==> config.mk <==
export PLATFORM = sky130hd
export DESIGN_NAME = decode_ctrl_flat
export DESIGN_NICKNAME = d
export VERILOG_FILES = /design/src/rtl/rv_ctrl_pkg.sv /design/src/rtl/decode_ctrl_if.sv /design/src/rtl/decode_table.sv /design/src/rtl/decode_ctrl.sv /design/src/flat_wrapper.sv
export SDC_FILE = /design/constraint.sdc
export NUM_CORES = 1
export LEC_CHECK = 0
export BUFFER_PORTS_ARGS = -buffer_cell sky130_fd_sc_hd__buf_2
export CAP_MARGIN = 20
export CORE_AREA = 2 2 57 59
export DETAILED_ROUTE_END_ITERATION = 10
export DIE_AREA = 0 0 59 61
export PLACE_DENSITY = 0.74
export SLEW_MARGIN = 15
export SYNTH_ARGS = -nofsm -noshare
export SYNTH_HDL_FRONTEND = slang
export SYNTH_SLANG_ARGS = --single-unit
==> constraint.sdc <==
create_clock -name clk -period 0.9 [get_ports clk]
set_input_delay 0 -clock clk [delete_from_list [all_inputs] [get_ports clk]]
set_output_delay 0 -clock clk [all_outputs]
set_load 0.02 [all_outputs]
==> src/rtl/rv_ctrl_pkg.sv <==
// Shared RV32I decode constants and ID/EX control-word types.
package rv_ctrl_pkg;

  localparam logic [6:0] OPC_LOAD   = 7'b0000011;
  localparam logic [6:0] OPC_OPIMM  = 7'b0010011;
  localparam logic [6:0] OPC_JALR   = 7'b1100111;
  localparam logic [6:0] OPC_STORE  = 7'b0100011;
  localparam logic [6:0] OPC_BRANCH = 7'b1100011;
  localparam logic [6:0] OPC_JAL    = 7'b1101111;
  localparam logic [6:0] OPC_LUI    = 7'b0110111;
  localparam logic [6:0] OPC_AUIPC  = 7'b0010111;
  localparam logic [6:0] OPC_OP     = 7'b0110011;

  typedef enum logic [1:0] {
    IMM_I = 2'b00,
    IMM_J = 2'b01,
    IMM_B = 2'b10,
    IMM_S = 2'b11
  } imm_sel_e;

  typedef enum logic [1:0] {
    ALU_ADD = 2'b00,
    ALU_BR  = 2'b01,
    ALU_R   = 2'b10,
    ALU_I   = 2'b11
  } alu_op_e;

  typedef struct packed {
    logic    reg_write;
    logic    mem_read;
    logic    mem_write;
    logic    branch;
    logic    jump;
    logic    alu_src;
    logic    utype;
    logic    illegal;
    alu_op_e alu_op;
  } ctrl_t;

  typedef struct packed {
    logic       valid;
    ctrl_t      ctrl;
    logic [4:0] rd;
    logic [4:0] rs1;
    logic [4:0] rs2;
  } id_ex_t;

  localparam id_ex_t ID_EX_BUBBLE = '0;

endpackage

==> src/rtl/decode_ctrl_if.sv <==
// Fetch/decode/execute handshake bundle around the decode controller.
interface decode_ctrl_if #(
  parameter int XLEN = 32
);

  logic            id_valid;
  logic [XLEN-1:0] id_instr;
  logic            id_ready;
  logic [1:0]      imm_sel;
  logic            ex_hold;
  logic            ex_flush;
  logic            ex_valid;
  logic            ex_reg_write;
  logic            ex_mem_read;
  logic            ex_mem_write;
  logic            ex_branch;
  logic            ex_jump;
  logic            ex_alu_src;
  logic            ex_utype;
  logic            ex_illegal;
  logic [1:0]      ex_alu_op;
  logic [4:0]      ex_rd;
  logic [4:0]      ex_rs1;
  logic [4:0]      ex_rs2;

  modport master (
    output id_valid, id_instr, ex_hold, ex_flush,
    input  id_ready, imm_sel, ex_valid,
    input  ex_reg_write, ex_mem_read, ex_mem_write,
    input  ex_branch, ex_jump, ex_alu_src,
    input  ex_utype, ex_illegal, ex_alu_op,
    input  ex_rd, ex_rs1, ex_rs2
  );

  modport slave (
    input  id_valid, id_instr, ex_hold, ex_flush,
    output id_ready, imm_sel, ex_valid,
    output ex_reg_write, ex_mem_read, ex_mem_write,
    output ex_branch, ex_jump, ex_alu_src,
    output ex_utype, ex_illegal, ex_alu_op,
    output ex_rd, ex_rs1, ex_rs2
  );

endinterface

==> src/rtl/decode_table.sv <==
// Combinational opcode decode: control word, imm format, rs usage.
module decode_table
  import rv_ctrl_pkg::*;
(
  input  logic [6:0] i_opcode,
  input  logic       i_valid,
  output ctrl_t      o_ctrl,
  output imm_sel_e   o_imm_sel,
  output logic       o_use_rs1,
  output logic       o_use_rs2
);

  logic w_load, w_opimm, w_jalr, w_store;
  logic w_branch, w_jal, w_lui, w_auipc, w_op;

  assign w_load   = (i_opcode == OPC_LOAD);
  assign w_opimm  = (i_opcode == OPC_OPIMM);
  assign w_jalr   = (i_opcode == OPC_JALR);
  assign w_store  = (i_opcode == OPC_STORE);
  assign w_branch = (i_opcode == OPC_BRANCH);
  assign w_jal    = (i_opcode == OPC_JAL);
  assign w_lui    = (i_opcode == OPC_LUI);
  assign w_auipc  = (i_opcode == OPC_AUIPC);
  assign w_op     = (i_opcode == OPC_OP);

  always_comb begin
    o_ctrl    = '0;
    o_imm_sel = IMM_I;
    o_use_rs1 = 1'b0;
    o_use_rs2 = 1'b0;
    unique case (1'b1)
      w_load: begin
        o_ctrl.mem_read  = 1'b1;
        o_ctrl.reg_write = 1'b1;
        o_ctrl.alu_src   = 1'b1;
        o_use_rs1        = 1'b1;
      end
      w_opimm: begin
        o_ctrl.reg_write = 1'b1;
        o_ctrl.alu_src   = 1'b1;
        o_ctrl.alu_op    = ALU_I;
        o_use_rs1        = 1'b1;
      end
      w_jalr: begin
        o_ctrl.jump      = 1'b1;
        o_ctrl.reg_write = 1'b1;
        o_ctrl.alu_src   = 1'b1;
        o_use_rs1        = 1'b1;
      end
      w_store: begin
        o_imm_sel        = IMM_S;
        o_ctrl.mem_write = 1'b1;
        o_ctrl.alu_src   = 1'b1;
        o_use_rs1        = 1'b1;
        o_use_rs2        = 1'b1;
      end
      w_branch: begin
        o_imm_sel     = IMM_B;
        o_ctrl.branch = 1'b1;
        o_ctrl.alu_op = ALU_BR;
        o_use_rs1     = 1'b1;
        o_use_rs2     = 1'b1;
      end
      w_jal: begin
        o_imm_sel        = IMM_J;
        o_ctrl.jump      = 1'b1;
        o_ctrl.reg_write = 1'b1;
      end
      w_lui, w_auipc: begin
        o_ctrl.utype     = 1'b1;
        o_ctrl.reg_write = 1'b1;
      end
      w_op: begin
        o_ctrl.reg_write = 1'b1;
        o_ctrl.alu_op    = ALU_R;
        o_use_rs1        = 1'b1;
        o_use_rs2        = 1'b1;
      end
      default: o_ctrl.illegal = 1'b1;
    endcase
    // immediate generator idles on I when nothing is presented
    if (!i_valid) o_imm_sel = IMM_I;
  end

endmodule

==> src/rtl/decode_ctrl.sv <==
// ID-stage controller: decode, stall/flush/hold priority, ID/EX register.
// Load-use stalls only when DECODE_CTRL_HAZARD_EN is defined.
module decode_ctrl
  import rv_ctrl_pkg::*;
#(
  parameter int XLEN = 32
) (
  input  logic         clk,
  input  logic         rst,
  decode_ctrl_if.slave bus
);

  logic [XLEN-1:0] w_instr;
  ctrl_t           w_ctrl;
  imm_sel_e        w_imm_sel;
  logic            w_use_rs1;
  logic            w_use_rs2;
  logic [4:0]      w_rd;
  logic [4:0]      w_rs1;
  logic [4:0]      w_rs2;
  logic            w_hazard;
  logic            w_ready;
  id_ex_t          w_next;
  id_ex_t          r_idex;

  assign w_instr = bus.id_instr;
  assign w_rd    = w_instr[11:7];
  assign w_rs1   = w_instr[19:15];
  assign w_rs2   = w_instr[24:20];

  decode_table u_dec (
    .i_opcode  (w_instr[6:0]),
    .i_valid   (bus.id_valid),
    .o_ctrl    (w_ctrl),
    .o_imm_sel (w_imm_sel),
    .o_use_rs1 (w_use_rs1),
    .o_use_rs2 (w_use_rs2)
  );

`ifdef DECODE_CTRL_HAZARD_EN
  assign w_hazard = bus.id_valid
                  && r_idex.valid
                  && r_idex.ctrl.mem_read
                  && (r_idex.rd != 5'd0)
                  && ((w_use_rs1 && (r_idex.rd == w_rs1))
                   || (w_use_rs2 && (r_idex.rd == w_rs2)));
`else
  assign w_hazard = 1'b0;
`endif

  always_comb begin
    w_next  = r_idex;
    w_ready = 1'b0;
    if (rst) begin
      w_next = ID_EX_BUBBLE;
    end else if (bus.ex_hold) begin
      w_next = r_idex;
    end else if (bus.ex_flush) begin
      w_next  = ID_EX_BUBBLE;
      w_ready = 1'b1;
    end else if (w_hazard) begin
      w_next = ID_EX_BUBBLE;
    end else begin
      w_next.valid = bus.id_valid;
      w_next.ctrl  = w_ctrl;
      w_next.rd    = w_rd;
      w_next.rs1   = w_rs1;
      w_next.rs2   = w_rs2;
      w_ready      = 1'b1;
    end
  end

  always_ff @(posedge clk) begin
    if (rst) r_idex <= ID_EX_BUBBLE;
    else     r_idex <= w_next;
  end

  assign bus.id_ready     = w_ready;
  assign bus.imm_sel      = w_imm_sel;
  assign bus.ex_valid     = r_idex.valid;
  assign bus.ex_reg_write = r_idex.ctrl.reg_write;
  assign bus.ex_mem_read  = r_idex.ctrl.mem_read;
  assign bus.ex_mem_write = r_idex.ctrl.mem_write;
  assign bus.ex_branch    = r_idex.ctrl.branch;
  assign bus.ex_jump      = r_idex.ctrl.jump;
  assign bus.ex_alu_src   = r_idex.ctrl.alu_src;
  assign bus.ex_utype     = r_idex.ctrl.utype;
  assign bus.ex_illegal   = r_idex.ctrl.illegal;
  assign bus.ex_alu_op    = r_idex.ctrl.alu_op;
  assign bus.ex_rd        = r_idex.rd;
  assign bus.ex_rs1       = r_idex.rs1;
  assign bus.ex_rs2       = r_idex.rs2;

endmodule

==> src/flat_wrapper.sv <==
// flat-port wrapper written by rule: the top's interface ports become plain ports
module decode_ctrl_flat import rv_ctrl_pkg::*;
#(
  parameter int XLEN = 32
)
  (clk, rst, bus_id_valid, bus_id_instr, bus_ex_hold, bus_ex_flush, bus_id_ready, bus_imm_sel, bus_ex_valid, bus_ex_reg_write, bus_ex_mem_read, bus_ex_mem_write, bus_ex_branch, bus_ex_jump, bus_ex_alu_src, bus_ex_utype, bus_ex_illegal, bus_ex_alu_op, bus_ex_rd, bus_ex_rs1, bus_ex_rs2);
  decode_ctrl_if #(.XLEN(XLEN)) bus_i ();
  input  logic clk;
  input  logic rst;
  input wire logic [$bits(bus_i.id_valid)-1:0] bus_id_valid;
  input wire logic [$bits(bus_i.id_instr)-1:0] bus_id_instr;
  input wire logic [$bits(bus_i.ex_hold)-1:0] bus_ex_hold;
  input wire logic [$bits(bus_i.ex_flush)-1:0] bus_ex_flush;
  output wire logic [$bits(bus_i.id_ready)-1:0] bus_id_ready;
  output wire logic [$bits(bus_i.imm_sel)-1:0] bus_imm_sel;
  output wire logic [$bits(bus_i.ex_valid)-1:0] bus_ex_valid;
  output wire logic [$bits(bus_i.ex_reg_write)-1:0] bus_ex_reg_write;
  output wire logic [$bits(bus_i.ex_mem_read)-1:0] bus_ex_mem_read;
  output wire logic [$bits(bus_i.ex_mem_write)-1:0] bus_ex_mem_write;
  output wire logic [$bits(bus_i.ex_branch)-1:0] bus_ex_branch;
  output wire logic [$bits(bus_i.ex_jump)-1:0] bus_ex_jump;
  output wire logic [$bits(bus_i.ex_alu_src)-1:0] bus_ex_alu_src;
  output wire logic [$bits(bus_i.ex_utype)-1:0] bus_ex_utype;
  output wire logic [$bits(bus_i.ex_illegal)-1:0] bus_ex_illegal;
  output wire logic [$bits(bus_i.ex_alu_op)-1:0] bus_ex_alu_op;
  output wire logic [$bits(bus_i.ex_rd)-1:0] bus_ex_rd;
  output wire logic [$bits(bus_i.ex_rs1)-1:0] bus_ex_rs1;
  output wire logic [$bits(bus_i.ex_rs2)-1:0] bus_ex_rs2;
  assign bus_i.id_valid = bus_id_valid;
  assign bus_i.id_instr = bus_id_instr;
  assign bus_i.ex_hold = bus_ex_hold;
  assign bus_i.ex_flush = bus_ex_flush;
  assign bus_id_ready = bus_i.id_ready;
  assign bus_imm_sel = bus_i.imm_sel;
  assign bus_ex_valid = bus_i.ex_valid;
  assign bus_ex_reg_write = bus_i.ex_reg_write;
  assign bus_ex_mem_read = bus_i.ex_mem_read;
  assign bus_ex_mem_write = bus_i.ex_mem_write;
  assign bus_ex_branch = bus_i.ex_branch;
  assign bus_ex_jump = bus_i.ex_jump;
  assign bus_ex_alu_src = bus_i.ex_alu_src;
  assign bus_ex_utype = bus_i.ex_utype;
  assign bus_ex_illegal = bus_i.ex_illegal;
  assign bus_ex_alu_op = bus_i.ex_alu_op;
  assign bus_ex_rd = bus_i.ex_rd;
  assign bus_ex_rs1 = bus_i.ex_rs1;
  assign bus_ex_rs2 = bus_i.ex_rs2;
  decode_ctrl #(.XLEN(XLEN)) u_core (.clk(clk), .rst(rst), .bus(bus_i));
endmodule
==> impl_metrics.csv <==
group,metric,value,unit
cells_and_area,design.final.nets,235,
global_route,largest_net_degree_at_the_start_of_global_routing,25,
placement,dpl.hpwl,1.90,mm
detailed_routing,drcViolationCount,0,
synth,synthesis.area_per_instance,8.67,um^2
placement,dp.cells,209,
placement,place_congestion,0.791,
global_route,grt_first_pass_wirelength,4.55,mm
sta,report.final.setup_viol,0,
detailed_routing,drt-vias-per-instance,4.92,
worst_setup_path,critPathCaptureType,"output pin",
synth,async_flop_share,0,
cells_and_area,insertedDiodeCount,0,
clocking,htree_levels,1,
sta,final_min_period_over_clock_period,0.944,
global_route,grt_antenna_before_repair,0,
detailed_routing,antenna_violating_nets_post_route,0,
worst_setup_path,critical_path_required,0.90,ns
clocking,clk_latency,0.31,ns
clocking,clk_transition_reported_paths,0.14,ns
worst_setup_path,startpoint_type,"register",
min_path,hold_depth,4,
pwr,power_leakage,0.761,nW
pwr,p_per_area,1340,nW/um^2
synth,synth.lib_cells_used.distinct,25,
synth,ys_seq_elements,26,
cells_and_area,commonest_cells_after_routing_fill_and_taps_aside,"buf_2 (54), nor2_1 (29), dfxtp_1 (24), a22oi_1 (21), dlygate4sd3_1 (17)",
sta,finalCriticalPeriod,0.850,ns
global_route,use_met1,0.213,
worst_setup_path,worstReg2RegStart,"u_core.bus.ex_illegal$_SDFFE_PP0N_",
floorplan,initial_util,0.361,
detailed_routing,number_of_detailed_route_iterations_in_the_first_pass,4,
cells_and_area,filler_cell_count,285,
worst_setup_path,critPathMaxFanout,2,
pwr,worst_vdd_ir,733,uV
global_route,grt_use_met2,0.281,
global_route,via_count_of_the_first_global_routing_pass,995,
global_route,grt_usage,0.165,
detailed_routing,routed_vias,1131,
worst_setup_path,worst_path_max_stage_delay,0.37,ns
floorplan,io_pins,66,
sta,achievable-frequency,1180,MHz
sta,grt_setup_unrepaired,"yes",
synth,synthesis.area,1070,um^2
worst_setup_path,cp_top_family,"flip-flops",
cells_and_area,area.sequential,523,um^2
clocking,clock-root-buffer,"clkbuf_4",
floorplan,floorplan.die.width,59,um
min_path,hold_path.class,"input pin to register",
sta,timing.final.max_slew_violations,0,
detailed_routing,drt-total-wl,2.75,mm
sta,final-hold-violation-count,0,
floorplan,num_rows,20,
pwr,post-layout-total-power,2.18,mW
sta,timing.clock.skew,0,ns
cells_and_area,layoutNonFillerInstCount,230,
cells_and_area,multiInputGateArea,479,um^2
cells_and_area,most_common_cell_after_layout_fill_and_taps_aside,"buf_2",
cells_and_area,fin_util,0.553,
clocking,ctsLongestPathBuffers,2,
synth,synth_sequential_area_ratio,0.488,
global_route,overflow,0,
clocking,clock_buffers_created_by_tritoncts,3,
cells_and_area,area_growth,53.1,%
synth,yosys_warnings,0,
worst_setup_path,crit_type,"register to output pin",
cells_and_area,drive_above_1_share,0.371,
worst_setup_path,r2r_slack,0.20,ns
worst_setup_path,worstRegToRegCells,2,
sta,slew_headroom,0.769,
job,maxCapViolCount,0,
floorplan,design.die.area,3600,um^2
clocking,post-cts-setup-buffers,0,
floorplan,fp.dieH,61,um
synth,syn_inst,123,
synth,synth_edf_count,0,
sta,worst_hold_slack,0.0224,ns
synth,mappedNetlistNets,160,
min_path,hold_end,"u_core.bus.ex_reg_write$_SDFFE_PP0N_",
global_route,global_route.usage.met3,0.0299,
worst_setup_path,cell_chain_critical_path,"buf_2",
synth,synth-main-ff-cell,"dfxtp_1",
min_path,worst_hold_startpoint,"rst",
worst_setup_path,r2r_end,"u_core.bus.ex_illegal$_SDFFE_PP0N_",
clocking,cts_tree,"yes",
sta,worst_slew_pin_slew,0.344,ns
floorplan,core_region_area,2950,um^2
worst_setup_path,worst-endpoint-arrival,0.85,ns
global_route,busiest_layer,"met2",
worst_setup_path,worstPathBufferInverterCount,1,
placement,io_buffer_count,55,
worst_setup_path,critical-path-slowest-cell,"dfxtp_1",
outcome,outcome,"finished clean",
detailed_routing,first_iter_violations,32,
detailed_routing,route.detailed.wl_per_inst,11.9,um
clocking,total_number_of_clock_tree_sinks,26,
Yosys cell counts, types with 3 or more instances:
cell type / n / area, um^2
dfxtp_1: 26 / 521
buf_2: 5 / 25.0
nor3_1: 4 / 20.0
a32oi_1: 3 / 26.3
a21oi_1: 5 / 25.0
a22oi_1: 21 / 158
nand2_1: 4 / 15.0
inv_1: 3 / 11.3
o21ai_0: 3 / 15.0
clkbuf_1: 3 / 11.3
nor2_1: 29 / 109
per-layer routing:
metal	vias up	routed length, um
met5	-	0
met4	0	12
met3	2	127
met2	28	1360
met1	513	1240
li1	588	-
layout make-up:
type | count | share of cell area
sequential | 26 | 0.321
multi-input combinational | 83 | 0.294
inverter | 3 | 0.00690
timing repair buffer | 81 | 0.331
tap | 33 | 0.0253
clock buffer | 4 | 0.0222
repair_timing:
| item | 4_1_cts | 5_1_grt |
|---|---|---|
| hold endpoints to repair | 17 | 0 |
| gates resized for setup | 0 | 3 |
| setup endpoints to repair | 0 | 3 |
| hold buffers | 17 | 0 |
sequential cells by signal, summed over array words and instances (netlist names):
| register | count |
|---|---|
| u_core.bus.ex_rd | 5 |
| u_core.bus.ex_rs1 | 5 |
| u_core.bus.ex_rs2 | 5 |
| u_core.bus.ex_alu_op | 2 |
| u_core.bus.ex_alu_src | 1 |
| u_core.bus.ex_branch | 1 |
| u_core.bus.ex_illegal | 1 |
| u_core.bus.ex_jump | 1 |
| u_core.bus.ex_mem_read | 1 |
| u_core.bus.ex_mem_write | 1 |
| u_core.bus.ex_reg_write | 1 |
| u_core.bus.ex_utype | 1 |
| u_core.bus.ex_valid | 1 |
report_power, final:
group	total, mW	internal [mW]	switching [mW]	leakage [nW]
sequential	1.20	1.18	0.0152	0.212
clock	0.580	0.247	0.333	0.0210
combinational	0.401	0.193	0.209	0.527
per-stage QoR:
stage	cell area [um^2]	setup TNS (ns)	worst slack (ns)
global placement	1420	-0.545	-0.0860
finish	1630	0	0.0502
CTS	1630	0	0.0230
global route	1630	-0.000866	-0.000866
detailed placement	1420	-0.772	-0.118
floorplan	1070	0	0.0183
worst reg2reg max path, delay by kind of cell, from the launching register on:
family,cells,cell delay (ns)
compound gates,2,0.26
flops,1,0.34
worst max path at each step:
stage	cells past startpoint	start	slack, ns	end
5_1_grt	4	bus_id_instr[6]	-0.0009	bus_imm_sel[0]
4_1_cts	1	u_core.bus.ex_alu_op[0]$_SDFFE_PP0N_	0.02	bus_ex_alu_op[0]
6_report	1	u_core.bus.ex_illegal$_SDFFE_PP0N_	0.05	bus_ex_illegal
3_5_place_dp	5	bus_ex_hold	-0.12	u_core.bus.ex_alu_op[1]$_SDFFE_PP0N_
2_1_floorplan	3	bus_id_instr[6]	0.02	bus_imm_sel[0]
3_3_place_gp	5	bus_ex_hold	-0.09	u_core.bus.ex_mem_write$_SDFFE_PP0N_
kinds of logic after synthesis:
| group | share of synthesized area |
|---|---|
| buffers and inverters | 0.0622 |
| DFF | 0.488 |
| and+or+nand+nor | 0.225 |
| AOI/OAI and AO/OA | 0.224 |
Power figures use the tool's default switching activity.
